<file path="src/rtl/pes_pkg.sv">
// Shared types and defaults for the packet event stretcher.
package pes_pkg;

    // Per-channel state; the encoding is fixed so debug taps read 0/1/2.
    typedef enum logic [1:0] {
        IDLE    = 2'd0,
        ACTIVE  = 2'd1,
        HOLDOFF = 2'd2
    } ch_state_t;

    localparam int DEF_NUM_OUT     = 2;
    localparam int DEF_CNT_W       = 25;
    localparam int DEF_SYNC_STAGES = 2;
    localparam int DEF_EVT_CNT_W   = 16;

    // LSB of channel ch inside the packed per-channel duration bus.
    function automatic int ch_lsb(input int ch, input int cnt_w);
        return ch * cnt_w;
    endfunction

endpackage

</file>
<file path="src/rtl/pes_channel.sv">
// One stretched output: IDLE -> ACTIVE (duration cycles) -> HOLDOFF -> IDLE,
// with optional retrigger and a sticky overrun flag.
module pes_channel
    import pes_pkg::*;
#(
    parameter int CNT_W = DEF_CNT_W
) (
    input  logic             clk,
    input  logic             rst,
    input  logic             en,
    input  logic             evt,
    input  logic [CNT_W-1:0] duration,
    input  logic             retrig,
    input  logic [CNT_W-1:0] holdoff,
    input  logic             clr,
    output logic             pulse,
    output logic             overrun
);

    localparam logic [CNT_W-1:0] ONE = CNT_W'(1);

    ch_state_t        state, state_nxt;
    logic [CNT_W-1:0] cnt, cnt_nxt;
    logic             ovr_set;

    // State and counter register.
    // NOTE: sequential state uses non-blocking assignments so every flop
    // samples pre-edge values regardless of statement order.
    always_ff @(posedge clk or negedge rst) begin
        if (!rst) begin
            state <= IDLE;
            cnt   <= '0;
        end else begin
            state <= state_nxt;
            cnt   <= cnt_nxt;
        end
    end

    // Next-state, counter load/decrement and overrun detection.
    // NOTE: every output of this block gets a default first, so no path can
    // leave one unassigned and infer a latch.
    always_comb begin
        state_nxt = state;
        cnt_nxt   = cnt;
        ovr_set   = 1'b0;
        if (!en) begin
            state_nxt = IDLE;
            cnt_nxt   = '0;
        end else begin
            case (state)
                IDLE: begin
                    // A zero duration disables the channel entirely.
                    if (evt && duration != '0) begin
                        state_nxt = ACTIVE;
                        cnt_nxt   = duration - ONE;
                    end
                end
                ACTIVE: begin
                    // Retrigger wins over expiry; a zero duration cannot
                    // retrigger, so the edge counts as an unserved one.
                    if (evt && retrig && duration != '0) begin
                        cnt_nxt = duration - ONE;
                    end else begin
                        ovr_set = evt;
                        if (cnt != '0) begin
                            cnt_nxt = cnt - ONE;
                        end else if (holdoff != '0) begin
                            state_nxt = HOLDOFF;
                            cnt_nxt   = holdoff - ONE;
                        end else begin
                            state_nxt = IDLE;
                        end
                    end
                end
                HOLDOFF: begin
                    ovr_set = evt;
                    if (cnt != '0) begin
                        cnt_nxt = cnt - ONE;
                    end else begin
                        state_nxt = IDLE;
                    end
                end
                default: begin
                    state_nxt = IDLE;
                    cnt_nxt   = '0;
                end
            endcase
        end
    end

    // Sticky overrun; a clear in the same cycle keeps only this cycle's event.
    always_ff @(posedge clk or negedge rst) begin
        if (!rst) begin
            overrun <= 1'b0;
        end else if (clr) begin
            overrun <= ovr_set;
        end else if (ovr_set) begin
            overrun <= 1'b1;
        end
    end

    assign pulse = (state == ACTIVE);

endmodule

</file>
<file path="src/rtl/packet_event_stretcher.sv">
// Packet-detected strobe front end (synchroniser + rising-edge detect),
// NUM_OUT independently timed stretched outputs and a saturating event count.
module packet_event_stretcher
    import pes_pkg::*;
#(
    parameter int NUM_OUT     = DEF_NUM_OUT,
    parameter int CNT_W       = DEF_CNT_W,
    parameter int SYNC_STAGES = DEF_SYNC_STAGES,
    parameter int EVT_CNT_W   = DEF_EVT_CNT_W
) (
    input  logic                     clk,
    input  logic                     rst,
    input  logic                     en,
    input  logic                     event_in,
    input  logic [NUM_OUT*CNT_W-1:0] duration,
    input  logic [NUM_OUT-1:0]       retrig_mask,
    input  logic [CNT_W-1:0]         holdoff,
    input  logic                     count_clr,
    output logic [NUM_OUT-1:0]       pulse_out,
    output logic                     busy,
    output logic [EVT_CNT_W-1:0]     event_count,
    output logic [NUM_OUT-1:0]       overrun
);

    localparam logic [EVT_CNT_W-1:0] EVT_ONE = EVT_CNT_W'(1);

    logic sync_lvl;
    logic prev_q;
    logic evt_q;
    logic evt;

    generate
        if (SYNC_STAGES > 0) begin : g_sync
            logic [SYNC_STAGES-1:0] sync_q;

            // Metastability chain; runs even while disabled so a level that
            // is already high when en rises is not mistaken for a new edge.
            always_ff @(posedge clk or negedge rst) begin
                if (!rst) begin
                    sync_q <= '0;
                end else begin
                    sync_q[0] <= event_in;
                    for (int s = 1; s < SYNC_STAGES; s++) begin
                        sync_q[s] <= sync_q[s-1];
                    end
                end
            end

            assign sync_lvl = sync_q[SYNC_STAGES-1];
        end else begin : g_bypass
            assign sync_lvl = event_in;
        end
    endgenerate

    // Edge detect; the event strobe is registered so the output latency is
    // SYNC_STAGES+1 edges from the first sample of event_in.
    always_ff @(posedge clk or negedge rst) begin
        if (!rst) begin
            prev_q <= 1'b0;
            evt_q  <= 1'b0;
        end else begin
            prev_q <= sync_lvl;
            evt_q  <= sync_lvl & ~prev_q & en;
        end
    end

    // Gate again so an en drop in the strobe cycle suppresses the event.
    assign evt = evt_q & en;

    // Saturating accepted-edge counter; clear and a same-cycle event give 1.
    always_ff @(posedge clk or negedge rst) begin
        if (!rst) begin
            event_count <= '0;
        end else if (count_clr) begin
            event_count <= EVT_CNT_W'(evt);
        end else if (evt && event_count != '1) begin
            event_count <= event_count + EVT_ONE;
        end
    end

    generate
        for (genvar i = 0; i < NUM_OUT; i++) begin : g_ch
            pes_channel #(
                .CNT_W(CNT_W)
            ) u_ch (
                .clk     (clk),
                .rst     (rst),
                .en      (en),
                .evt     (evt),
                .duration(duration[ch_lsb(i, CNT_W) +: CNT_W]),
                .retrig  (retrig_mask[i]),
                .holdoff (holdoff),
                .clr     (count_clr),
                .pulse   (pulse_out[i]),
                .overrun (overrun[i])
            );
        end
    endgenerate

    assign busy = |pulse_out;

endmodule

</file>
<file path="config.mk">
export PLATFORM = sky130hd
export DESIGN_NAME = packet_event_stretcher
export DESIGN_NICKNAME = d
export VERILOG_FILES = /design/src/rtl/pes_pkg.sv /design/src/rtl/pes_channel.sv /design/src/rtl/packet_event_stretcher.sv
export SDC_FILE = /design/constraint.sdc
export NUM_CORES = 1
export LEC_CHECK = 0
export CAP_MARGIN = 20
export CORE_ASPECT_RATIO = 1.5
export CORE_MARGIN = 1
export CORE_UTILIZATION = 56
export DETAILED_ROUTE_END_ITERATION = 7
export GPL_TIMING_DRIVEN = 1
export PLACE_DENSITY = 0.83
export RECOVER_POWER = 50
export SYNTH_ARGS = -nofsm -noshare
export SYNTH_HDL_FRONTEND = slang
export SYNTH_SLANG_ARGS = --single-unit
export TNS_END_PERCENT = 100
</file>
<file path="constraint.sdc">
create_clock -name clk -period 3.9 [get_ports clk]
set_clock_uncertainty 0.2 [all_clocks]
set_input_delay 0.78 -clock clk [delete_from_list [all_inputs] [get_ports clk]]
set_output_delay 0.78 -clock clk [all_outputs]
set_load 0.01 [all_outputs]
</file>
After elaboration in Yosys (flattened, before gate mapping)
Cells that the tools add are included.
Widths: inputs -> output; s select.

storage, ports and cells
  latch bits = 0
  register bits = 76
  bits of input ports = 82
  memory bits (read-only) = 0
  memory bits (writable) = 0
  logic and storage cells = 97
  output and inout port bits = 21
  memories kept = 0

cells by class
  reduce and logical (&&, ||, !) cells = 22
  equal/unequal tests = 17
  shifts and indexed selects = 0
  muxes and demuxes = 38
  divide/modulo/power cells = 0
  bitwise logic cells = 4
  magnitude comparators = 0
  $mul = 0
  add/subtract/negate cells = 6

operators by type and width
  cell                   count
  $mux 25                11
  $pmux 25 s3            2
  $reduce_bool 25->1     5
  $sub 25x1->25 const B  5
  $mux 16                2
  $mux 2                 11
  $ne 3x3->1 const B     6
  $add 16x1->16 const B  1
  $ne 16x16->1 const B   1
  $ne 3x2->1 const B     4
  $pmux 2 s3             2
  $ne 5x5->1 const B     2
  $mux 1                 8
  $reduce_and 4->1       2
  $logic_and 1x1->1      7
  $reduce_and 3->1       2
  $reduce_bool 2->1      3
  $eq 2x1->1 const B     2
  $eq 2x2->1 const B     2
  $logic_not 2->1        2
  $pmux 1 s2             2
  $and 1x1->1            3
  $reduce_or 2->1        1
  $not 1->1              1

Longest topological paths before layout
  depth in word-level cells = 8
  depth in mapped cells = 12
  gate-level depth less buffers = 9

Hierarchy
From an unflattened synthesis, not the netlist that was laid out.

unflattened totals
  cells, all modules = 932
  area, all modules = 7342.0 µm²

modules (own cells, without submodules)
  module                      instances  sequential area each (µm²)  area each (µm²)  cells each
  pes_channel (g_ch[0].u_ch)  1          700.7                       3176.8           419
  pes_channel (g_ch[1].u_ch)  1          700.7                       3135.5           404
  packet_event_stretcher      1          500.5                       1029.7           109

Least setup slack after synthesis
Ideal clock, no wire load.

  path kind = input port to flip-flop
  from = input port duration[0]
  to = register g_ch[0].u_ch.cnt[24]
  stages = 9
  data required time = 3.579 ns
  arrival time = 2.953 ns
  setup time = 0.121 ns
  setup slack = 0.626 ns
  buffers on the path = 0
  cells stage by stage = inv_1 ha_1 or4b_1 or4_4 o311a_4 or2_4 a32oi_1 o41ai_1 a22o_1

on the way
  word-level cells in the longest chain between the ends = 5
  elaborated cells on any way between the ends = 11
  those cells by class = 1 x add/sub; 2 x eq/ne; 4 x mux; 4 x reduce/logical

RTL lines
  what                                                   line                          source
  start: declaration                                     packet_event_stretcher.sv:15  input logic [NUM_OUT*CNT_W-1:0] duration,
  branches (longest 5 deep; another with $sub 25x1->25)  -
  end signal: assignment                                 pes_channel.sv:35             cnt <= cnt_nxt;
  end: declaration                                       pes_channel.sv:23             logic [CNT_W-1:0] cnt, cnt_nxt;

Parallel ways; which one is timed is not known. The select of a mux whose other input is x is not followed.
A chain may end at the register's enable or synchronous reset.

Final worst setup path
  from = input port duration[1]
  to = register g_ch[0].u_ch.cnt[2]

The elaborated chain is that of the path after synthesis.

==> results.txt <==
PwrDens = 685 mW/mm^2
most common cell after layout, fill and taps aside = nor2_1
reg-to-reg startpoint = g_ch[0].u_ch.cnt[0]$_DFFE_PN0P_
Slew HR = -26.2%
post-route insts no fill = 1,149
CTS Buf Count = 9
most frequent cells in the layout = nor2_1, clkdlybuf4s50_1, dfrtp_1, buf_4, nand2_1
port bufs = 102
largest net degree at the start of global routing = 77
multi-input gate area in the final layout = 0.00441 sq mm
Root Driver = clkbuf_16
DRT iter0 DRCs = 528
Max Clock Freq = 279 MHz
Setup Viol. Count Final = 0
first-pass GRT wire length = 34.6 mm
crit path capture type = flip-flop
fin crit share = 92.0%
starting density of the core = 57.8%
setup TNS = 0 ns
#FFs+latches synth = 76
detailed placement HPWL = 17.3 mm
GRT overflow = 0
Most common cell on crit path = buf_4
Total Wirelength = 22.3 mm
Nets = 1,093
drt drc = 0
Slew Limit Fails = 72
Slew @ Worst Pin = 1.89 ns
CP max stage delay = 0.50 ns
r2r worst-path depth = 9
CP max-delay cell = or4b_1
worst setup margin = 0.310 ns
clock latency on the worst-skew pair = 0.35 ns
Layout Area Growth over Synthesis = 28.5%
number of synthesized flops with an enable pin = 0
register area share after synthesis = 28.5%
Crit Path Class = in2reg
CP bufs+invs = 4
I/O pin count = 103
sequential cell area = 0.00190 sq mm
Chip Width = 91.1 microns
mapped cell area = 0.00666 sq mm
Clock transition at path regs = 0.07 ns
Netlist cell types = 82
layout cells sized above 1 = 11.8%
Synth Flop Type = dfrtp_1
hold_buf cts = 0
die footprint = 0.0123 sq mm
final core utilization = 74.2%
main area contributors after synthesis = dfrtp_1, xnor2_1, nor2_1
CTS tree = yes
clock sinks = 76
Routed Antenna Nets = 0
worst path arrival time = 3.66 ns
die height = 136 microns
LEAKAGE = 0.00336 uW
Data required, critical path = 3.97 ns
Tmin final = 3.59 ns
area leader, netlist = dfrtp_1
Startpoint Class = primary input
share of synthesized registers carrying an async set or reset = 100%
status = complete, but fails checks
critical path fanouts, max = 14
Via Count = 7,471
Placer Congestion = 0.944
Row Count = 48
# fillers = 905
YS warnings = 0
total track usage = 35.8%
Worst path top cell family by delay = simple AND/OR/NAND/NOR gates
Reg2Reg Setup Slack = 0.39 ns
syn_nets = 943
postcts setup bufs = 0
Syn Area/Cell = 7.89 sq um
# H-tree levels = 3
Gate Count Post-Synth = 844
Max-Cap Viols = 1
Clock Path Buffers = 2
Core Area = 0.0115 sq mm
ant diodes = 0
WL per Instance = 19.4 microns
DR pass1 iterations = 5
vias in the first global route = 7,058
failing checks = capacitance limit, slew limit
Reg-to-Reg End = g_ch[0].u_ch.cnt[9]$_DFFE_PN0P_
RSZ-0062 raised after global routing = false
initial antenna violation count = 0
hold crit path type = in2async
Yosys top cell area share = 28.5%
Via density = 6.50
CP Cell Sequence = clkdlybuf4s50_1, inv_1, ha_1, or4b_1, or4_4, nor3_2, buf_4, o211a_1, a31oi_1, buf_4, o21ai_0, o2bb2ai_1
final hold viol count = 0
# resized after CTS = 0
pre-CTS setup slack = 0.00570 ns
worst vdd ir = 314 uV
placed insts = 1,132
## worst max path at each step
stage | endpoint | slack [ns] | depth (start not counted) | from
4_1_cts | g_ch[0].u_ch.cnt[2]$_DFFE_PN0P_ | 0.36 | 12 | duration[1]
2_1_floorplan | g_ch[0].u_ch.cnt[24]$_DFFE_PN0P_ | 0.63 | 9 | duration[0]
3_5_place_dp | g_ch[0].u_ch.cnt[14]$_DFFE_PN0P_ | 0.006 | 12 | duration[1]
5_1_grt | g_ch[0].u_ch.cnt[2]$_DFFE_PN0P_ | 0.15 | 12 | duration[1]
3_3_place_gp | g_ch[0].u_ch.cnt[3]$_DFFE_PN0P_ | 0.05 | 11 | duration[1]
6_report | g_ch[0].u_ch.cnt[2]$_DFFE_PN0P_ | 0.31 | 12 | duration[1]
## cell usage after synthesis (5+ instances only)
| master | n |
|---|---|
| nand4_1 | 12 |
| xor2_1 | 31 |
| a21oi_1 | 43 |
| dfrtp_1 | 76 |
| o2bb2ai_1 | 12 |
| buf_2 | 10 |
| nor3b_1 | 5 |
| a21o_1 | 5 |
| nor3_1 | 41 |
| xnor2_1 | 49 |
| or4_1 | 20 |
| nor4_1 | 30 |
| buf_4 | 7 |
| a31oi_1 | 14 |
| o31ai_1 | 9 |
| inv_1 | 45 |
| nand2_1 | 59 |
| ha_1 | 17 |
| nor2_1 | 98 |
| clkbuf_1 | 11 |
| o21ai_0 | 48 |
| nand3_1 | 31 |
| a211oi_1 | 10 |
| o22ai_1 | 41 |
| or3_1 | 14 |
## report_power, final
group | internal, uW | switching, uW | total, uW
clock network | 519 | 371 | 890
registers | 1040 | 305 | 1350
logic | 1430 | 2190 | 3630
## layer usage
layer / global-route usage (%) / share of wire (%)
met1: 38.6 / 35
met3: 5.33 / 7.4
met2: 66.2 / 52
met5: 0 / 0
met4: 20.6 / 5.0
## metrics by stage
| stage | hold WS [ns] | cell area (sq um) | power [uW] |
|---|---|---|---|
| 6_report | 0.0788 | 8560 | 5860 |
| 5_1_grt | 0.0972 | 8560 | 6190 |
| 4_1_cts | 0.158 | 8560 | 5760 |
| 3_5_place_dp | 0.144 | 8250 | 4850 |
| 3_3_place_gp | 0.133 | 8250 | 4800 |
| 2_1_floorplan | 0.131 | 6660 | 3690 |
## cells by family (layout without fill, tap and decap cells)
group	Yosys count	after routing	share of synthesized area [%]
AOI/OAI and AO/OA	227	227	22.3
xor gates and xnor gates	80	80	10.5
adders and majority gates	17	17	3.19
buffers and inverters	78	233	5.32
DFF	76	76	28.5
muxes	5	5	0.770
and+or+nand+nor	361	361	29.3
## state kept, by name, indices dropped and copies added, names as in the netlist
name / cells
g_ch.u_ch.cnt: 50
event_count: 16
g_ch.u_ch.state: 4
g_ch.u_ch.overrun: 2
g_sync.sync_q: 2
evt_q: 1
prev_q: 1
## final cells by class
class                           instances  area share, %
Sequential cell                        76           22.2
Tap cell                              150           2.19
Multi-Input combinational cell        690           51.5
Clock inverter                          6          0.833
Inverter                               45           1.97
Clock buffer                           10           2.79
Timing Repair Buffer                  172           18.5
(Power assumes the default switching activity.)
